--- src/rtl/i2c_master_burst.sv ---
`default_nettype none
// ============================================================================
// Module  : i2c_master_burst
// Brief   : Single-master I2C engine issuing multi-byte write or read bursts.
//           SCL/SDA are open-drain: *_oe=1 pulls the line low.
//           Each bit is four quarter-period ticks; SCL is low in phases 0-1
//           and released in phases 2-3, SDA moves at phase 0 and is sampled
//           at phase 2.
// Revision: 1.0  initial release
// ============================================================================
module i2c_master_burst #(
   parameter int CLK_DIV = 4,
   parameter int MAX_LEN = 16
) (
   input  logic       clk,
   input  logic       rst_n,
   input  logic       start,
   input  logic       wr,
   input  logic [6:0] addr,
   input  logic [7:0] len,
   input  logic [7:0] din,
   output logic       din_req,
   output logic [7:0] dout,
   output logic       dout_valid,
   output logic       busy,
   output logic       done,
   output logic       ack_err,
   output logic       scl_oe,
   output logic       sda_oe,
   input  logic       sda_i
);

   localparam int            DW        = $clog2(CLK_DIV);
   localparam int            CW        = $clog2(MAX_LEN + 1);
   localparam logic [DW-1:0] DIV_LAST  = DW'(CLK_DIV - 1);
   localparam logic [7:0]    MAX_LEN_B = 8'(MAX_LEN);

   typedef enum logic [3:0] {
      ST_IDLE  = 4'd0,
      ST_START = 4'd1,
      ST_ADDR  = 4'd2,
      ST_ACK1  = 4'd3,
      ST_WDATA = 4'd4,
      ST_ACK2  = 4'd5,
      ST_RDATA = 4'd6,
      ST_MACK  = 4'd7,
      ST_STOP  = 4'd8
   } state_t;

   state_t        state_q;
   logic [DW-1:0] div_q;
   logic [1:0]    phase_q;
   logic [2:0]    bit_q;
   logic [CW-1:0] cnt_q;
   logic [7:0]    tx_q;
   logic [7:0]    wbyte_q;
   logic [7:0]    rx_q;
   logic          wr_q;
   logic          ack_q;
   logic          tick;
   logic          len_ok;

   // Quarter-bit tick, only generated while a transfer is running
   assign tick   = busy && (div_q == DIV_LAST);
   // A request is only legal for 1..MAX_LEN bytes
   assign len_ok = (len != 8'd0) && (len <= MAX_LEN_B);

   // Bus sequencer: accepts requests, walks the bit phases, drives the lines
   always_ff @(posedge clk or negedge rst_n) begin
      if (!rst_n) begin
         state_q    <= ST_IDLE;
         div_q      <= '0;
         phase_q    <= 2'd0;
         bit_q      <= 3'd0;
         cnt_q      <= '0;
         tx_q       <= 8'h00;
         wbyte_q    <= 8'h00;
         rx_q       <= 8'h00;
         wr_q       <= 1'b0;
         ack_q      <= 1'b0;
         din_req    <= 1'b0;
         dout       <= 8'h00;
         dout_valid <= 1'b0;
         busy       <= 1'b0;
         done       <= 1'b0;
         ack_err    <= 1'b0;
         scl_oe     <= 1'b0;
         sda_oe     <= 1'b0;
      end else begin
         done       <= 1'b0;
         din_req    <= 1'b0;
         dout_valid <= 1'b0;
         // The next write byte is presented during the din_req cycle
         if (din_req) wbyte_q <= din;

         if (!busy) begin
            div_q <= '0;
            if (start && len_ok) begin
               // START condition: SDA falls while SCL stays released for two ticks
               busy    <= 1'b1;
               state_q <= ST_START;
               phase_q <= 2'd2;
               ack_err <= 1'b0;
               wr_q    <= wr;
               tx_q    <= {addr, ~wr};
               wbyte_q <= din;
               cnt_q   <= len[CW-1:0];
               bit_q   <= 3'd0;
               scl_oe  <= 1'b0;
               sda_oe  <= 1'b1;
            end
         end else begin
            div_q <= tick ? '0 : div_q + DW'(1);
            if (tick) begin
               phase_q <= phase_q + 2'd1;
               case (phase_q)
                  2'd1: scl_oe <= 1'b0;
                  2'd2: begin
                     case (state_q)
                        ST_ACK1: ack_q <= sda_i;
                        ST_ACK2: begin
                           ack_q <= sda_i;
                           if (!sda_i) begin
                              if (cnt_q != '0) cnt_q <= cnt_q - CW'(1);
                              if (cnt_q > CW'(1)) din_req <= 1'b1;
                           end
                        end
                        ST_RDATA: begin
                           rx_q <= {rx_q[6:0], sda_i};
                           if (bit_q == 3'd7) begin
                              dout       <= {rx_q[6:0], sda_i};
                              dout_valid <= 1'b1;
                              if (cnt_q != '0) cnt_q <= cnt_q - CW'(1);
                           end
                        end
                        // STOP condition: SDA rises while SCL is released
                        ST_STOP: sda_oe <= 1'b0;
                        default: ;
                     endcase
                  end
                  2'd3: begin
                     scl_oe <= 1'b1;
                     case (state_q)
                        ST_START: begin
                           state_q <= ST_ADDR;
                           bit_q   <= 3'd0;
                           sda_oe  <= ~tx_q[7];
                        end
                        ST_ADDR, ST_WDATA: begin
                           if (bit_q == 3'd7) begin
                              state_q <= (state_q == ST_ADDR) ? ST_ACK1 : ST_ACK2;
                              bit_q   <= 3'd0;
                              sda_oe  <= 1'b0;
                           end else begin
                              bit_q  <= bit_q + 3'd1;
                              tx_q   <= {tx_q[6:0], 1'b0};
                              sda_oe <= ~tx_q[6];
                           end
                        end
                        ST_ACK1: begin
                           if (ack_q) begin
                              ack_err <= 1'b1;
                              state_q <= ST_STOP;
                              sda_oe  <= 1'b1;
                           end else if (wr_q) begin
                              state_q <= ST_WDATA;
                              tx_q    <= wbyte_q;
                              sda_oe  <= ~wbyte_q[7];
                           end else begin
                              state_q <= ST_RDATA;
                              sda_oe  <= 1'b0;
                           end
                        end
                        ST_ACK2: begin
                           if (ack_q) begin
                              ack_err <= 1'b1;
                              state_q <= ST_STOP;
                              sda_oe  <= 1'b1;
                           end else if (cnt_q != '0) begin
                              state_q <= ST_WDATA;
                              tx_q    <= wbyte_q;
                              sda_oe  <= ~wbyte_q[7];
                           end else begin
                              state_q <= ST_STOP;
                              sda_oe  <= 1'b1;
                           end
                        end
                        ST_RDATA: begin
                           if (bit_q == 3'd7) begin
                              state_q <= ST_MACK;
                              bit_q   <= 3'd0;
                              // ACK (pull low) only if more bytes are wanted
                              sda_oe  <= (cnt_q != '0);
                           end else begin
                              bit_q <= bit_q + 3'd1;
                           end
                        end
                        ST_MACK: begin
                           if (cnt_q != '0) begin
                              state_q <= ST_RDATA;
                              sda_oe  <= 1'b0;
                           end else begin
                              state_q <= ST_STOP;
                              sda_oe  <= 1'b1;
                           end
                        end
                        ST_STOP: begin
                           state_q <= ST_IDLE;
                           busy    <= 1'b0;
                           done    <= 1'b1;
                           scl_oe  <= 1'b0;
                           sda_oe  <= 1'b0;
                        end
                        default: state_q <= ST_IDLE;
                     endcase
                  end
                  default: ;
               endcase
            end
         end
      end
   end

endmodule
`default_nettype wire

--- config.mk ---
export PLATFORM = sky130hd
export DESIGN_NAME = i2c_master_burst
export DESIGN_NICKNAME = d
export VERILOG_FILES = /design/src/rtl/i2c_master_burst.sv
export SDC_FILE = /design/constraint.sdc
export NUM_CORES = 1
export LEC_CHECK = 0
export CAP_MARGIN = 10
export CELL_PAD_IN_SITES_DETAIL_PLACEMENT = 1
export CELL_PAD_IN_SITES_GLOBAL_PLACEMENT = 2
export CORE_MARGIN = 2
export CORE_UTILIZATION = 31
export CTS_CLUSTER_DIAMETER = 60
export DETAILED_ROUTE_END_ITERATION = 8
export PLACE_DENSITY = 0.83
export SYNTH_ARGS = -nofsm -noshare
export SYNTH_HDL_FRONTEND = slang
export SYNTH_SLANG_ARGS = --single-unit
--- constraint.sdc ---
create_clock -name clk -period 6.2 [get_ports clk]
set_input_delay 1.24 -clock clk [delete_from_list [all_inputs] [get_ports clk]]
set_output_delay 1.24 -clock clk [all_outputs]
set_load 0.02 [all_outputs]
==> summary.md <==
| Metric | Value |
|---|---|
| Register Area | `0.001401 mm2` |
| Status | `finished clean` |
| CTS clock-pin slew for the worst setup and hold paths | `0.11 ns` |
| Initial Util | `0.3140` |
| Post CTS Setup Buffer Count | `0` |
| Cell Area, Synth | `0.003027 mm2` |
| Filler cell count | `1138` |
| DR iter-0 viols | `89` |
| Clock latency on the worst-skew pair | `0.32 ns` |
| Area of the core | `0.009639 mm2` |
| Buffers & Inverters on Critical Path | `1` |
| Avg Cell Area, Syn | `10.23 um2` |
| Fin. Hold Viols | `0` |
| Worst Hold Class | `flop to flop` |
| Crit path max fanout | `9` |
| Die height | `102.8 um` |
| Post-synthesis sequential area ratio | `0.4630` |
| Period Utilization, post-route | `0.5361` |
| Slowest CP cell | `or3_1` |
| Fin cells | `468` |
| Fraction of registers with async set/reset | `1.000` |
| Die X | `102.8 um` |
| CP Capture Type | `flop` |
| Placer Congestion | `0.8349` |
| Final TNS setup | `0 ns` |
| Clk buf depth | `2` |
| Worst-Margin Slew | `0.7496 ns` |
| Global-route wire length before repair | `12.69 mm` |
| CTS tree | `yes` |
| Cells after Synth | `296` |
| Residual DRC count | `0` |
| Post-synth EDFFs | `0` |
| Syn nets | `332` |
| Startpoint types | `input port` |
| DR pass1 iterations | `4` |
| Delay-heaviest family, CP | `simple AND/OR/NAND/NOR gates` |
| WP data arrival | `3.54 ns` |
| Overflow after GRT | `0` |
| DPL Wire Length | `5.155 mm` |
| Multi-input gate area | `0.001510 mm2` |
| Clk sinks | `56` |
| Num rows | `36` |
| Top_reg_cell synth | `dfrtp_1` |
| Vias | `2369` |
| # nets final | `370` |
| Total GRT Usage | `0.1520` |
| Maximum vdd drop | `0.0001139 V` |
| Max_cap viols | `0` |
| Avg WL per Cell | `15.75 um` |
| Hold Buf Count CTS | `0` |
| Initial antenna violation count | `0` |
| Pin count of the biggest net entering global routing | `57` |
| Final WL | `7.371 mm` |
| Post-CTS resize count | `0` |
| PD cells | `337.2 mW/mm2` |
| Die area | `0.01057 mm2` |
| Max Clock Skew | `0.006189 ns` |
| Slew Viols, Final | `0` |
| Final ANT Viol Nets | `0` |
| Min cycle time layout | `3.324 ns` |
| Synth cell types | `52` |
| Most common library cell in the layout ignoring fill and taps | `dfrtp_1` |
| Total CTS buffers | `5` |
| Yosys reg bits | `56` |
| IO Pins | `43` |
| Area grow syn2layout | `20.96%` |
| Most frequent cells in the layout | `dfrtp_1 (56), clkdlybuf4s50_1 (41), mux2_2 (37), nor2_1 (29), nand2_1 (28)` |
| Placed cell area | `0.003565 mm2` |
| H-Tree Level Count | `2` |
| RSZ-0062 raised after global routing | `no` |
| Peak Freq | `300.8 MHz` |
| Cell count after placement | `460` |
| DR vias/cell | `5.062` |
| Worst path cell trace | `clkdlybuf4s50_1 > nor4_1 > xor2_1 > or3_1 > a21oi_4 > mux2_2` |
| Worst path max stage delay | `0.60 ns` |
| Relative slew slack | `0.5003` |
| Worst path required time | `6.41 ns` |
| Port buffer count | `42` |
| Final setup fails | `0` |
| Vias in the first global route | `2505` |
| CP Class | `input port to flop` |
| Root buf cell | `clkbuf_8` |
| Ys Warns | `0` |
| Static Leak | `1.573 nW` |
| Ratio of cells with drive above 1 in the final layout | `0.1672` |
| Number of diodes | `0` |
| Final Cell Area | `0.003661 mm2` |
==> final timing paths <==
check                                        from              endpoint  slack [ns]  cells past startpoint
max                                        len[1]   tx_q[1]$_DFFE_PN0P_        2.88                      6
min                            div_q[0]$_DFF_PN0_    div_q[0]$_DFF_PN0_        0.43                      1
max reg2reg                state_q[1]$_DFFE_PN0P_   dout[3]$_DFFE_PN0P_        3.79                      4
min reg2reg                    div_q[0]$_DFF_PN0_    div_q[0]$_DFF_PN0_        0.43                      1
max in group asynchronous                   rst_n  cnt_q[0]$_DFFE_PN0P_        4.65                      2
min in group asynchronous                   rst_n  cnt_q[3]$_DFFE_PN0P_        1.02                      2
==> power breakdown <==
group          total, mW  internal [mW]  switching [mW]
logic              0.468          0.218           0.250
registers          0.547          0.451          0.0960
clock network      0.220         0.0834           0.136
==> synthesized netlist by cell type (all sizes together), types with 3 or more instances <==
library cell | count | area [um2]
dfrtp | 56 | 1401
mux2 | 37 | 416.7
nor2 | 30 | 115.1
nand2 | 28 | 105.1
o21ai | 17 | 85.08
inv | 13 | 48.80
a31oi | 12 | 75.07
ha | 8 | 100.1
buf | 7 | 40.03
clkbuf | 7 | 26.28
nand2b | 6 | 37.54
nor3 | 6 | 30.03
nand3 | 5 | 25.02
nor2b | 4 | 25.02
nor3b | 4 | 30.03
a211oi | 3 | 22.52
a21oi | 3 | 30.03
and3 | 3 | 18.77
mux2i | 3 | 30.03
nand4 | 3 | 18.77
nor4 | 3 | 33.78
o211ai | 3 | 22.52
or3 | 3 | 18.77
==> sequential cells by signal, indices dropped and copies added, names as in the netlist, 3 cells and up <==
signal   flops
cnt_q        5
wbyte_q      8
tx_q         8
bit_q        3
rx_q         7
state_q      4
dout         8
==> layer usage <==
| layer | vias up | GRT usage | routed length [um] |
|---|---|---|---|
| met5 | - | 0 | 0 |
| met4 | 0 | 0.03644 | 63 |
| met3 | 5 | 0.02441 | 244 |
| met2 | 37 | 0.2499 | 3432 |
| met1 | 1194 | 0.2113 | 3630 |
| li1 | 1133 | - | - |
==> metrics by stage <==
| step | total power [mW] | worst slack [ns] | hold slack (ns) | util |
|---|---|---|---|---|
| 3_3_place_gp | 1.009 | 2.606 | 0.4167 | 0.3698 |
| 5_1_grt | 1.337 | 2.728 | 0.4427 | 0.3798 |
| 6_report | 1.235 | 2.876 | 0.4302 | 0.3798 |
| 2_1_floorplan | 0.8823 | 3.271 | 0.4031 | - |
| 3_5_place_dp | 1.029 | 2.548 | 0.4184 | 0.3698 |
| 4_1_cts | 1.252 | 2.892 | 0.4342 | 0.3798 |
==> cells by family (layout without fill, tap and decap cells) <==
group,count (synthesis),in the layout,synth area share
AO/OA/AOI/OAI,56,56,0.1257
XOR/XNOR,3,3,0.008683
adder cells (fa/ha/maj),8,8,0.03307
buffers and inverters,27,66,0.03803
flip-flops,56,56,0.4630
multiplexers,40,40,0.1476
AND/OR/NAND/NOR,106,106,0.1840
==> cell type report <==
class	instances	share of cell area
multi-input combinational	213	0.4125
clock inverter	3	0.007519
sequential	56	0.3828
tap	133	0.04545
clock buffer	5	0.01880
timing repair buffer	45	0.1196
inverter	13	0.01333
No activity file was read; power rests on OpenSTA's default activity.
